==> config.mk <==
export PLATFORM = sky130hd
export DESIGN_NAME = weight_read_scheduler
export DESIGN_NICKNAME = d
export VERILOG_FILES = /design/src/rtl/weight_read_scheduler.sv
export SDC_FILE = /design/constraint.sdc
export NUM_CORES = 1
export LEC_CHECK = 0
export CORE_UTILIZATION = 35
export CTS_CLUSTER_SIZE = 8
export DETAILED_ROUTE_END_ITERATION = 6
export HOLD_SLACK_MARGIN = 0.05
export PLACE_DENSITY = 0.81
export SLEW_MARGIN = 0
export SYNTH_ARGS = -nofsm -noshare
export SYNTH_HDL_FRONTEND = slang
export SYNTH_SLANG_ARGS = --single-unit
==> constraint.sdc <==
create_clock -name clk -period 1.6 [get_ports clk]
set_input_delay 0.16 -clock clk [delete_from_list [all_inputs] [get_ports clk]]
set_output_delay 0.16 -clock clk [all_outputs]
set_load 0.01 [all_outputs]
==> src/rtl/weight_read_scheduler.sv <==
// weight_read_scheduler
// Shares one weight memory read port between two requesters. A requester
// asks for a burst of consecutive rows; the winner is chosen round-robin,
// its row addresses are issued with wrap-around, and each returned line is
// tagged with the owner id. Every output except data_out is registered.

module weight_read_scheduler #(
  parameter int WIDTH = 4,
  parameter int COLS  = 3,
  parameter int ROWS  = 3,
  parameter int AW    = 2
) (
  input  logic                    clk,
  input  logic                    rst,
  input  logic [1:0]              req,
  input  logic [2*AW-1:0]         req_row,
  input  logic [2*(AW+1)-1:0]     req_len,
  output logic [1:0]              ack,
  output logic                    busy,
  output logic                    mem_rd_en,
  output logic [AW-1:0]           mem_row_addr,
  input  logic [COLS*WIDTH-1:0]   mem_rd_data,
  output logic [COLS*WIDTH-1:0]   data_out,
  output logic                    data_valid,
  output logic                    data_id,
  output logic                    data_last
);

  typedef enum logic [1:0] {
    IDLE  = 2'd0,
    ISSUE = 2'd1,
    DRAIN = 2'd2
  } state_t;

  localparam int            LAST_ROW_I = ROWS - 1;
  localparam logic [AW:0]   ROWS_LEN   = ROWS[AW:0];
  localparam logic [AW-1:0] LAST_ROW   = LAST_ROW_I[AW-1:0];
  localparam logic [AW-1:0] ONE_ROW    = {{(AW-1){1'b0}}, 1'b1};
  localparam logic [AW:0]   ONE_LEN    = {{AW{1'b0}}, 1'b1};

  state_t          state, state_next;
  logic [AW-1:0]   cur_row, cur_row_next;
  logic [AW:0]     remain, remain_next;
  logic            rr_favor, rr_next;

  logic [1:0]      ack_next;
  logic            busy_next;
  logic            rd_en_next;
  logic [AW-1:0]   addr_next;
  logic            valid_next;
  logic            id_next;
  logic            last_next;

  logic            grant_id;
  logic [AW-1:0]   sel_row;
  logic [AW:0]     sel_len;
  logic [AW-1:0]   start_row;
  logic [AW:0]     burst_len;

  // Next row in memory order, wrapping from the last line back to row 0.
  function automatic logic [AW-1:0] next_row(input logic [AW-1:0] row);
    return (row == LAST_ROW) ? '0 : row + ONE_ROW;
  endfunction

  // The memory line is handed straight back to the engines.
  assign data_out = mem_rd_data;

  // Pick the winner and sanitise its start row and length.
  always_comb begin
    grant_id  = 1'b0;
    sel_row   = req_row[AW-1:0];
    sel_len   = req_len[AW:0];
    start_row = '0;
    burst_len = ROWS_LEN;

    if (req == 2'b11) begin
      grant_id = rr_favor;
    end else begin
      grant_id = req[1];
    end

    if (grant_id) begin
      sel_row = req_row[2*AW-1:AW];
      sel_len = req_len[2*(AW+1)-1:AW+1];
    end

    if ({1'b0, sel_row} >= ROWS_LEN) begin
      start_row = '0;
    end else begin
      start_row = sel_row;
    end

    if ((sel_len == '0) || (sel_len > ROWS_LEN)) begin
      burst_len = ROWS_LEN;
    end else begin
      burst_len = sel_len;
    end
  end

  // Next-state logic and next values for every registered output.
  always_comb begin
    state_next   = state;
    cur_row_next = cur_row;
    remain_next  = remain;
    rr_next      = rr_favor;
    ack_next     = 2'b00;
    busy_next    = busy;
    rd_en_next   = 1'b0;
    addr_next    = '0;
    valid_next   = mem_rd_en;
    id_next      = data_id;
    last_next    = 1'b0;

    case (state)
      IDLE: begin
        busy_next = 1'b0;
        if (req != 2'b00) begin
          state_next   = ISSUE;
          ack_next     = grant_id ? 2'b10 : 2'b01;
          busy_next    = 1'b1;
          rd_en_next   = 1'b1;
          addr_next    = start_row;
          cur_row_next = next_row(start_row);
          remain_next  = burst_len - ONE_LEN;
          id_next      = grant_id;
        end
      end

      ISSUE: begin
        busy_next = 1'b1;
        if (remain != '0) begin
          rd_en_next   = 1'b1;
          addr_next    = cur_row;
          cur_row_next = next_row(cur_row);
          remain_next  = remain - ONE_LEN;
        end else begin
          state_next = DRAIN;
          last_next  = 1'b1;
        end
      end

      DRAIN: begin
        state_next = IDLE;
        busy_next  = 1'b0;
        rr_next    = ~data_id;
      end

      default: begin
        state_next = IDLE;
        busy_next  = 1'b0;
      end
    endcase
  end

  // State, burst bookkeeping and output registers; reset aborts any burst.
  always_ff @(posedge clk or negedge rst) begin
    if (!rst) begin
      state        <= IDLE;
      cur_row      <= '0;
      remain       <= '0;
      rr_favor     <= 1'b0;
      ack          <= 2'b00;
      busy         <= 1'b0;
      mem_rd_en    <= 1'b0;
      mem_row_addr <= '0;
      data_valid   <= 1'b0;
      data_id      <= 1'b0;
      data_last    <= 1'b0;
    end else begin
      state        <= state_next;
      cur_row      <= cur_row_next;
      remain       <= remain_next;
      rr_favor     <= rr_next;
      ack          <= ack_next;
      busy         <= busy_next;
      mem_rd_en    <= rd_en_next;
      mem_row_addr <= addr_next;
      data_valid   <= valid_next;
      data_id      <= id_next;
      data_last    <= last_next;
    end
  end

endmodule

Word level (Yosys, flattened, before mapping)
Index checks and enable logic that the tools add are counted.

Memories: 0. Input port bits: 26. Bits in latches: 0. Word-level logic and storage cells: 63. RAM bits: 0. Bits in read-only memories: 0. Bits in registers: 17.

Div/mod/pow operators: 0. Reduce and logical (&&, ||, !) cells: 9. Bitwise gates (word level): 1. Equality and inequality tests: 8. Magnitude comparators: 2. Shift operators: 0. Multiply operators: 0. Multiplexer cells: 28. Add/sub/neg operators: 4.

Operators with widths (count): 2-bit 2-to-1 mux (13); 3-bit 2-to-1 mux (4); 2-bit case mux with 2 select lines (3); 2-bit == test, second input constant (4); 2-bit inequality test, second input constant (3); 3-bit case mux with 2 select lines (1); 3-bit by 1-bit subtractor with 3-bit output, second input constant (2); 1-bit 2-to-1 mux (5); 2-bit by 1-bit adder with 2-bit output, second input constant (2); 1-bit case mux with 2 select lines (2); 2-bit AND reduction (2); 2-bit nonzero test (2); 3-bit by 2-bit > comparator with 1-bit output, second input constant (1); 3-bit zero test (1); 3-bit AND reduction (1); 3-bit nonzero test (1); 2-bit by 1-bit == test with 1-bit output, second input constant (1); 2-bit greater-or-equal comparator, second input constant (1); 2-bit zero test (1); 1-bit logical OR (1); 1-bit inverter (1).

Logic depth before layout (Yosys ltp)
Gate-level depths: netlist of run 1.

Depth after elaboration: 9. Gate-level depth with buffers: 7.

Worst setup path after synthesis of run 1
Ideal clock, no wire load.

Path type: reg2reg. Start point: register rr_favor. End point: register remain[2]. Cell stages (with the launch flop): 7. Required time: 1.504 ns. Setup time: 0.096 ns. Path slack: -0.064 ns. Arrival time: 1.569 ns. Cell sequence: dfrtp_1 -> o21ai_2 -> or4b_1 -> a31oi_1 -> ha_1 -> a21oi_2 -> a311oi_2.

Word-level cells in the longest chain between the ends: 8.

RTL lines: start: declaration (line 44) `logic rr_favor, rr_next;`; start signal: assignment (line 173) `rr_favor <= rr_next;`; 1-bit 2-to-1 mux * (line 76) `if (req == 2'b11) begin`; 3-bit 2-to-1 mux * (line 82) `if (grant_id) begin`; 3-bit by 2-bit > comparator with 1-bit output or 3-bit zero test (tied branches) (line 93) `if ((sel_len == '0) || (sel_len > ROWS_LEN)) begin`; 1-bit logical OR (line 93); 3-bit 2-to-1 mux * (line 93); 3-bit by 1-bit subtractor with 3-bit output * (line 124) `remain_next = burst_len - ONE_LEN;`; 3-bit 2-to-1 mux * (line 117) `if (req != 2'b00) begin`; 3-bit case mux with 2 select lines * (line 114) `case (state)`; end signal: assignment (line 172) `remain <= remain_next;`; end: declaration (line 43) `logic [AW:0] remain, remain_next;`.

Mark *: on every way between the ends. The rest lies on a longest branch, timed or not. The select of a mux whose other input is x is not followed. A chain may end at the register's enable or synchronous reset.

Final worst setup path of run 1
Start point: input port req[0]. End point: register cur_row[1].

Word-level cells in the longest chain between the ends: 9.

RTL lines: start: declaration (line 15) `input logic [1:0] req,`; 2-bit == test (line 76); 1-bit 2-to-1 mux (line 76); 2-bit 2-to-1 mux (line 82); 2-bit greater-or-equal comparator (line 87) `if ({1'b0, sel_row} >= ROWS_LEN) begin`; 2-bit 2-to-1 mux (line 87); 2-bit by 1-bit adder with 2-bit output or 2-bit == test (tied branches) (line 62) `return (row == LAST_ROW) ? '0 : row + ONE_ROW;`; 2-bit 2-to-1 mux (line 62); 2-bit 2-to-1 mux (line 117); 2-bit case mux with 2 select lines (line 114); end signal: assignment (line 171) `cur_row <= cur_row_next;`; end: declaration (line 42) `logic [AW-1:0] cur_row, cur_row_next;`.

Several ways; a longest one is shown, not always the timed one. The select of a mux whose other input is x is not followed.

==> qor.tcl, run 1 <==
set qor(status) {finished, violations left}
set qor(failed_checks) {negative setup slack}
set qor(syn_avg_cell_area_um2) 10.7
set qor(worst_setup_hold_path_clk_slew_ns) 0.10
set qor(drv_cap) 0
set qor(switching_power_mw) 0.800
set qor(critical_path_required_ns) 1.76
set qor(critPathBufInv) 5
set qor(vias_in_the_first_global_route) 657
set qor(power.share.combinational_pct) 54.1
set qor(post_route_standard_cell_area_excluding_fillers_um2) 1250
set qor(grt_antenna_before_repair) 0
set qor(swShare_pct) 37.2
set qor(die_width_um) 53.5
set qor(yosysTopAreaCell) {sky130_fd_sc_hd__dfrtp_1}
set qor(synth.ff_latch_count) 17
set qor(postSynthCellCount) 87
set qor(tns_ns) -0.647
set qor(post_layout_nonfiller_instances) 143
set qor(track_usage_pct) 13.7
set qor(finalWorstSetupSlack_ns) -0.180
set qor(ctsHtreeMaxLevel) 1
set qor(finalWirelength_um) 1690
set qor(period_needed_ns) 1.78
set qor(worst_path_largest_cell_delay_ns) 0.50
set qor(clk_root_buffer_cell) {sky130_fd_sc_hd__clkbuf_4}
set qor(drtIter0Drc) 4
set qor(placed_cell_area_um2) 1150
set qor(layout_commonest_cell) {sky130_fd_sc_hd__clkdlybuf4s50_1}
set qor(postRouteAntennaNets) 0
set qor(worst-r2r-cell-count) 8
set qor(finish.net_count) 144
set qor(yosys.area.top_type_share_pct) 45.9
set qor(ctsLongestPathBuffers) 2
set qor(internal-power_mw) 1.35
set qor(rsz0062_at_grt) {yes}
set qor(max-slew-margin-rel_pct) 78.4
set qor(synth_area_um2) 927
set qor(fraction_of_layout_instances_using_a_drive_strength_above_1_pct) 27.4
set qor(cts_tree) {yes}
set qor(multi_input_comb_area_um2) 420
set qor(die-height_um) 53.5
set qor(layout_worst_path_cycle_share_pct) 111
set qor(cp_top_family) {buffers and inverters}
set qor(routed-via-count) 679
set qor(power_density_nw_per_um2) 1720
set qor(clockPowerShare_pct) 10.3
set qor(worstPathCellList) {clkdlybuf4s50_1, inv_2, o21ai_4, buf_4, buf_6, mux2i_4, inv_1, ha_1, a22oi_1, a21oi_1}
set qor(filler_cell_count) 236
set qor(final_count_of_pins_violating_max_slew) 0
set qor(drc_errors) 0
set qor(insertion_delay_ns) 0.29
set qor(pin_count) 47
set qor(timing.setup.critical_path_class) {input port to register}
set qor(grt.overflow.total) 0
set qor(initial_core_util_pct) 37.1
set qor(place.gp.congestion) 0.786
set qor(yosysWarningCount) 0
set qor(p_leak_nw) 0.549
set qor(reg2reg_setup_slack_ns) -0.17
set qor(cts_made_buffers) 3
set qor(drt_first_pass_iters) 4
set qor(fp.dieArea_um2) 2860
set qor(achievable_frequency_mhz) 562
set qor(insertedDiodeCount) 0
set qor(regToRegStartpoint) {rr_favor}
set qor(clock-sinks) 17
set qor(setup-violations-final) 6
set qor(place.port_buffers) 22
set qor(power.sequential.fraction_pct) 35.6
set qor(drt-wirelength-per-cell_um) 11.8
set qor(final-seq-area_um2) 425
set qor(clock-skew-final_ns) 0.0141
set qor(placedCellCount) 134
set qor(timing.critical_path.fanout_max) 6
set qor(cells_taking_the_most_area_after_synthesis) {sky130_fd_sc_hd__dfrtp_1 46%, sky130_fd_sc_hd__buf_4 9.7%, sky130_fd_sc_hd__ha_1 5.4%}
set qor(regToRegEndpoint) {cur_row[1]}
set qor(placementRows) 18
set qor(synth.distinct_cells) 32
set qor(grt_start_max_net_pins) 18
set qor(startpoint_type) {input port}
set qor(cp_data_arrival_time_ns) 1.94
set qor(most-common-layout-cells) {22 x sky130_fd_sc_hd__clkdlybuf4s50_1, 17 x sky130_fd_sc_hd__dfrtp_1, 13 x sky130_fd_sc_hd__buf_4, 11 x sky130_fd_sc_hd__nor2_1, 4 x sky130_fd_sc_hd__and2_1}
set qor(grt_first_pass_wirelength_um) 2710
set qor(crit_slowest_cell) {sky130_fd_sc_hd__clkdlybuf4s50_1}
set qor(ys_seq_area_share_pct) 45.9
set qor(layout-area-overhead-vs-synth_pct) 34.8
set qor(detail_route.vias_per_cell) 4.75
set qor(cp.depth) 10
set qor(min-delay-path-class) {input port to async pin}
set qor(ir_drop_mv) 0.787
set qor(core_area_um2) 2500
set qor(synth_nets) 117
set qor(place_hpwl_um) 1320
set qor(worst_pin_slew_ns) 0.324
set qor(timing.final.hold_violations) 0
set qor(critical_path.endpoint_type) {register}
==> synthesized netlist by cell type (all sizes together) <==
master   n
buf     14
a22oi    1
a21o     1
a31oi    1
nand3    1
or4b     1
o21ai    2
nor2    12
a21oi    5
mux2i    3
ha       4
mux2     1
nor2b    1
and2     4
inv      3
nor3b    2
dfrtp   17
nor3     3
nand2b   2
a221oi   1
or2      2
o22ai    2
a22o     2
a311oi   1
nand2    1
==> metal layers <==
layer	global-route usage, %	routed length [um]	share of wire (%)	up-vias
li1	-	-	-	337
met4	8.77	43	2.5	0
met5	0	0	0	-
met3	2.30	135	8.0	9
met2	24.2	796	47	30
met1	14.9	718	42	303
==> final cells by class <==
type	count	area share, %
clock buffer	4	2.10
inverter	3	0.901
multi-input combinational	53	33.6
sequential	17	34.0
tap	30	3.00
timing repair buffer	36	26.3
==> worst max path at each step <==
stage | start | to | slack (ns)
finish | req[0] | cur_row[1] | -0.18
global route | rr_favor | remain[2] | -0.28
CTS | rr_favor | remain[2] | -0.21
detailed placement | req[1] | remain[2] | -0.51
global placement | req[1] | remain[2] | -0.44
floorplan | rr_favor | remain[2] | -0.06
==> registers in the layout, summed over array words and instances, names as in the netlist <==
name          flops
remain            3
ack               2
data_valid        1
mem_rd_en         1
data_id           1
busy              1
cur_row           2
rr_favor          1
data_last         1
state             2
mem_row_addr      2
==> power groups by stage <==
stage          clock [mW]  combinational [mW]  sequential [mW]
6_report            0.220                1.16            0.765
5_1_grt             0.246                1.29            0.789
4_1_cts             0.229                1.12            0.767
3_5_place_dp            0                1.07            0.768
3_3_place_gp            0                1.03            0.756
2_1_floorplan           0               0.684            0.790
==> cells by family (layout without fill, tap and decap cells) <==
| family | Yosys count | count (layout) | share of synthesized area [%] |
|---|---|---|---|
| DFF | 17 | 17 | 45.9 |
| adders and majority gates | 4 | 4 | 5.40 |
| muxes | 4 | 4 | 4.45 |
| buffers and inverters | 17 | 43 | 12.7 |
| and+or+nand+nor | 29 | 29 | 16.7 |
| AOI/OAI and AO/OA | 16 | 16 | 14.8 |
==> repair_timing <==
| item | 4_1_cts | 5_1_grt |
|---|---|---|
| resized for setup | 3 | 5 |
| hold buffers | 0 | 0 |
| setup buffers | 4 | 1 |
| endpoints found under the setup margin | 6 | 6 |
| pin swaps | 3 | 4 |
| gates cloned | 0 | 0 |
==> metrics by stage <==
step	worst slack [ns]	total power [mW]	hold slack [ns]	util (%)
floorplan	-0.0595	1.47	-0.136	-
global placement	-0.435	1.79	0.320	45.9
detailed placement	-0.511	1.84	0.320	45.9
CTS	-0.213	2.12	0.194	48.8
global route	-0.279	2.33	0.210	50.0
finish	-0.180	2.15	0.187	50.0
No activity file was read; power rests on OpenSTA's default activity.
==> run 2, diff against run 1 <==
Settings changed: CORE_UTILIZATION 35 to 39, PLACE_DENSITY 0.81 to 0.85, RECOVER_POWER from default to 25.
Clock period 1.6 ns to 1.85 ns, I/O delays scaled along.
==> run 2 against run 1 <==
The flow now finishes without violations; register-to-register slack better by 0.24 ns; routed wire length is 11% lower; largest cell class unchanged; via count is 4.1% lower; highest routed layer unchanged; setup slack better by 0.25 ns; clock power is 14% lower; combinational power is 21% lower; critical path type is now register to register; count of clock-buffer cells in the layout stayed put; sequential cell count stayed put; first-iteration DRC count grew to 2.5 times the previous value; global-route usage is 0.44 points lower; critical path depth is 4 lower.
==> qor.tcl, run 2 (synthesized netlist as in run 1, its figures left out) <==
set qor(status) {completed}
set qor(drt-wirelength-per-cell_um) 11.2 ;# -5.3%
set qor(max_flop_register) {remain}
set qor(drc_errors) 0 ;# unchanged
set qor(fraction_of_layout_instances_using_a_drive_strength_above_1_pct) 18.7 ;# -8.7 points
set qor(power_after_layout_mw) 1.75 ;# -18%
set qor(cp.depth) 6 ;# -4
set qor(insertedDiodeCount) 0 ;# unchanged
set qor(final_count_of_pins_violating_max_slew) 0 ;# unchanged
set qor(clk_root_buffer_cell) {sky130_fd_sc_hd__clkbuf_4}
set qor(finish.net_count) 138 ;# -4.2%
set qor(ctsHtreeMaxLevel) 1 ;# unchanged
set qor(min-delay-path-class) {input port to output port}
set qor(initial_core_util_pct) 41.5 ;# +4.4 points
set qor(fp.dieArea_um2) 2580 ;# -9.9%
set qor(core_area_um2) 2230 ;# -11%
set qor(most-common-layout-cells) {21 x sky130_fd_sc_hd__clkdlybuf4s50_1, 17 x sky130_fd_sc_hd__dfrtp_1, 12 x sky130_fd_sc_hd__nor2_1, 7 x sky130_fd_sc_hd__buf_4}
set qor(number_of_flip_flops_in_the_largest_register) 3 ;# unchanged
set qor(worst-r2r-cell-count) 6 ;# -2
set qor(grt_start_max_net_pins) 18 ;# unchanged
set qor(cp_endpoint) {remain[2]}
set qor(cts_made_buffers) 3 ;# unchanged
set qor(filler_cell_count) 204 ;# -14%
set qor(place.gp.congestion) 0.758 ;# -3.5%
set qor(achievable_frequency_mhz) 562
set qor(reg2reg_setup_slack_ns) 0.07 ;# +0.24 ns
set qor(startpoint) {rr_favor}
set qor(track_usage_pct) 13.3 ;# -0.44 points
set qor(cp_top_family) {compound AO/OA/AOI/OAI gates}
set qor(crit_slowest_cell) {sky130_fd_sc_hd__or4b_1}
set qor(final_util_pct) 52.3 ;# +2.3 points
set qor(placed_cell_area_um2) 1120 ;# -2.4%
set qor(rsz0062_at_grt) {yes}
set qor(max-slew-margin-rel_pct) 41.9 ;# -37 points
set qor(timing.final.hold_violations) 0 ;# unchanged
set qor(critPathBufInv) 0 ;# -5
set qor(postRouteAntennaNets) 0 ;# unchanged
set qor(die_width_um) 50.8 ;# -5.1%
set qor(period_needed_ns) 1.78
set qor(cts_tree) {yes}
set qor(ctsLongestPathBuffers) 2 ;# unchanged
set qor(worst_pin_slew_ns) 0.872 ;# +0.548 ns
set qor(layout-area-overhead-vs-synth_pct) 25.9
set qor(critical_path_required_ns) 2.04 ;# +0.28 ns
set qor(worst_hold_slack_ns) 0.370 ;# +0.183 ns
set qor(die-height_um) 50.8 ;# -5.1%
set qor(power_density_nw_per_um2) 1500 ;# -12%
set qor(place.port_buffers) 22 ;# unchanged
set qor(startpoint_type) {register}
set qor(routed-via-count) 651 ;# -4.1%
set qor(placementRows) 17 ;# -1
set qor(setup-violations-final) 0 ;# -6
set qor(worst_setup_hold_path_clk_slew_ns) 0.09 ;# about the same
set qor(pin_count) 47 ;# unchanged
set qor(finalWirelength_um) 1520 ;# -11%
set qor(grt_first_pass_wirelength_um) 2520 ;# -7.1%
set qor(ir_drop_mv) 0.752 ;# -4.5%
set qor(clock-sinks) 17 ;# unchanged
set qor(cp_data_arrival_time_ns) 1.97 ;# +0.03 ns
set qor(post_route_standard_cell_area_excluding_fillers_um2) 1170 ;# -6.6%
set qor(timing.critical_path.fanout_max) 5 ;# -1
set qor(p_leak_nw) 0.512 ;# -6.9%
set qor(timing.setup.critical_path_class) {register to register}
set qor(drv_cap) 0 ;# unchanged
set qor(layout_commonest_cell) {sky130_fd_sc_hd__clkdlybuf4s50_1}
set qor(vias_in_the_first_global_route) 633 ;# -3.7%
set qor(regToRegEndpoint) {remain[2]}
set qor(clock-skew-final_ns) 0.00352 ;# -0.0106 ns
set qor(layout_worst_path_cycle_share_pct) 96.1
set qor(critical_path.endpoint_type) {register}
set qor(drtIter0Drc) 10 ;# +6
set qor(regToRegStartpoint) {rr_favor}
set qor(grt_antenna_before_repair) 0 ;# unchanged
set qor(worst_path_largest_cell_delay_ns) 0.46 ;# -0.04 ns
set qor(drt_first_pass_iters) 4 ;# unchanged
set qor(grt.overflow.total) 0 ;# unchanged
set qor(place_hpwl_um) 1220 ;# -7.7%
set qor(worstPathCellList) {o21ai_4, or4b_1, a31oi_1, ha_2, a21oi_2, a311oi_2}
set qor(cts_hold_buffers) 0 ;# unchanged
set qor(insertion_delay_ns) 0.28 ;# about the same
set qor(detail_route.vias_per_cell) 4.82 ;# +1.6%
[run 2: where the power goes]
group / leakage [nW] / internal, mW / total, mW / switching (mW)
combinational: 0.289 / 0.479 / 0.914 / 0.435
sequential: 0.207 / 0.540 / 0.652 / 0.112
clock: 0.0150 / 0.0836 / 0.189 / 0.105
[run 2: area by class of cell]
class | count | area, um2 | share of cell area (%)
well taps | 28 | 35.0 | 3.00
inverters | 3 | 11.3 | 0.965
clock buffers | 4 | 26.3 | 2.25
flip-flops and latches | 17 | 425 | 36.4
multi-input cells | 53 | 394 | 33.8
repair buffers | 30 | 275 | 23.6
[run 2: worst min path at each step]
stage	slack, ns	cells after the start	start	to
floorplan	-0.11	0	rst	ack[0]
CTS	0.21	2	rst	ack[0]
global route	0.37	0	mem_rd_data[1]	data_out[1]
detailed placement	0.36	0	mem_rd_en	data_valid
global placement	0.36	0	mem_rd_en	data_valid
finish	0.37	0	mem_rd_data[10]	data_out[10]
[run 2: what timing repair did]
item / CTS / global route
pin swaps: 2 / 3
buffers inserted: 0 / 2
resized for setup: 3 / 0
endpoints found under the hold margin: 0 / 0
setup endpoints to repair: 1 / 1
[run 2: stage by stage]
stage                     setup slack [ns]  instances  TNS (ns)
final                               0.0720        135         0
after global routing               -0.0631        135   -0.0700
after CTS                           0.0252        133         0
after detailed placement            -0.309        129     -1.04
after global placement              -0.216        129    -0.804
after floorplan                      0.186         87         0
[run 2: metal layers]
layer	vias up	global-route usage, %	part of all wire, %
met5	-	0	0
met4	0	7.87	0.79
met3	4	2.42	7.3
met2	22	24.0	50
met1	297	14.2	42
li1	328	-	-
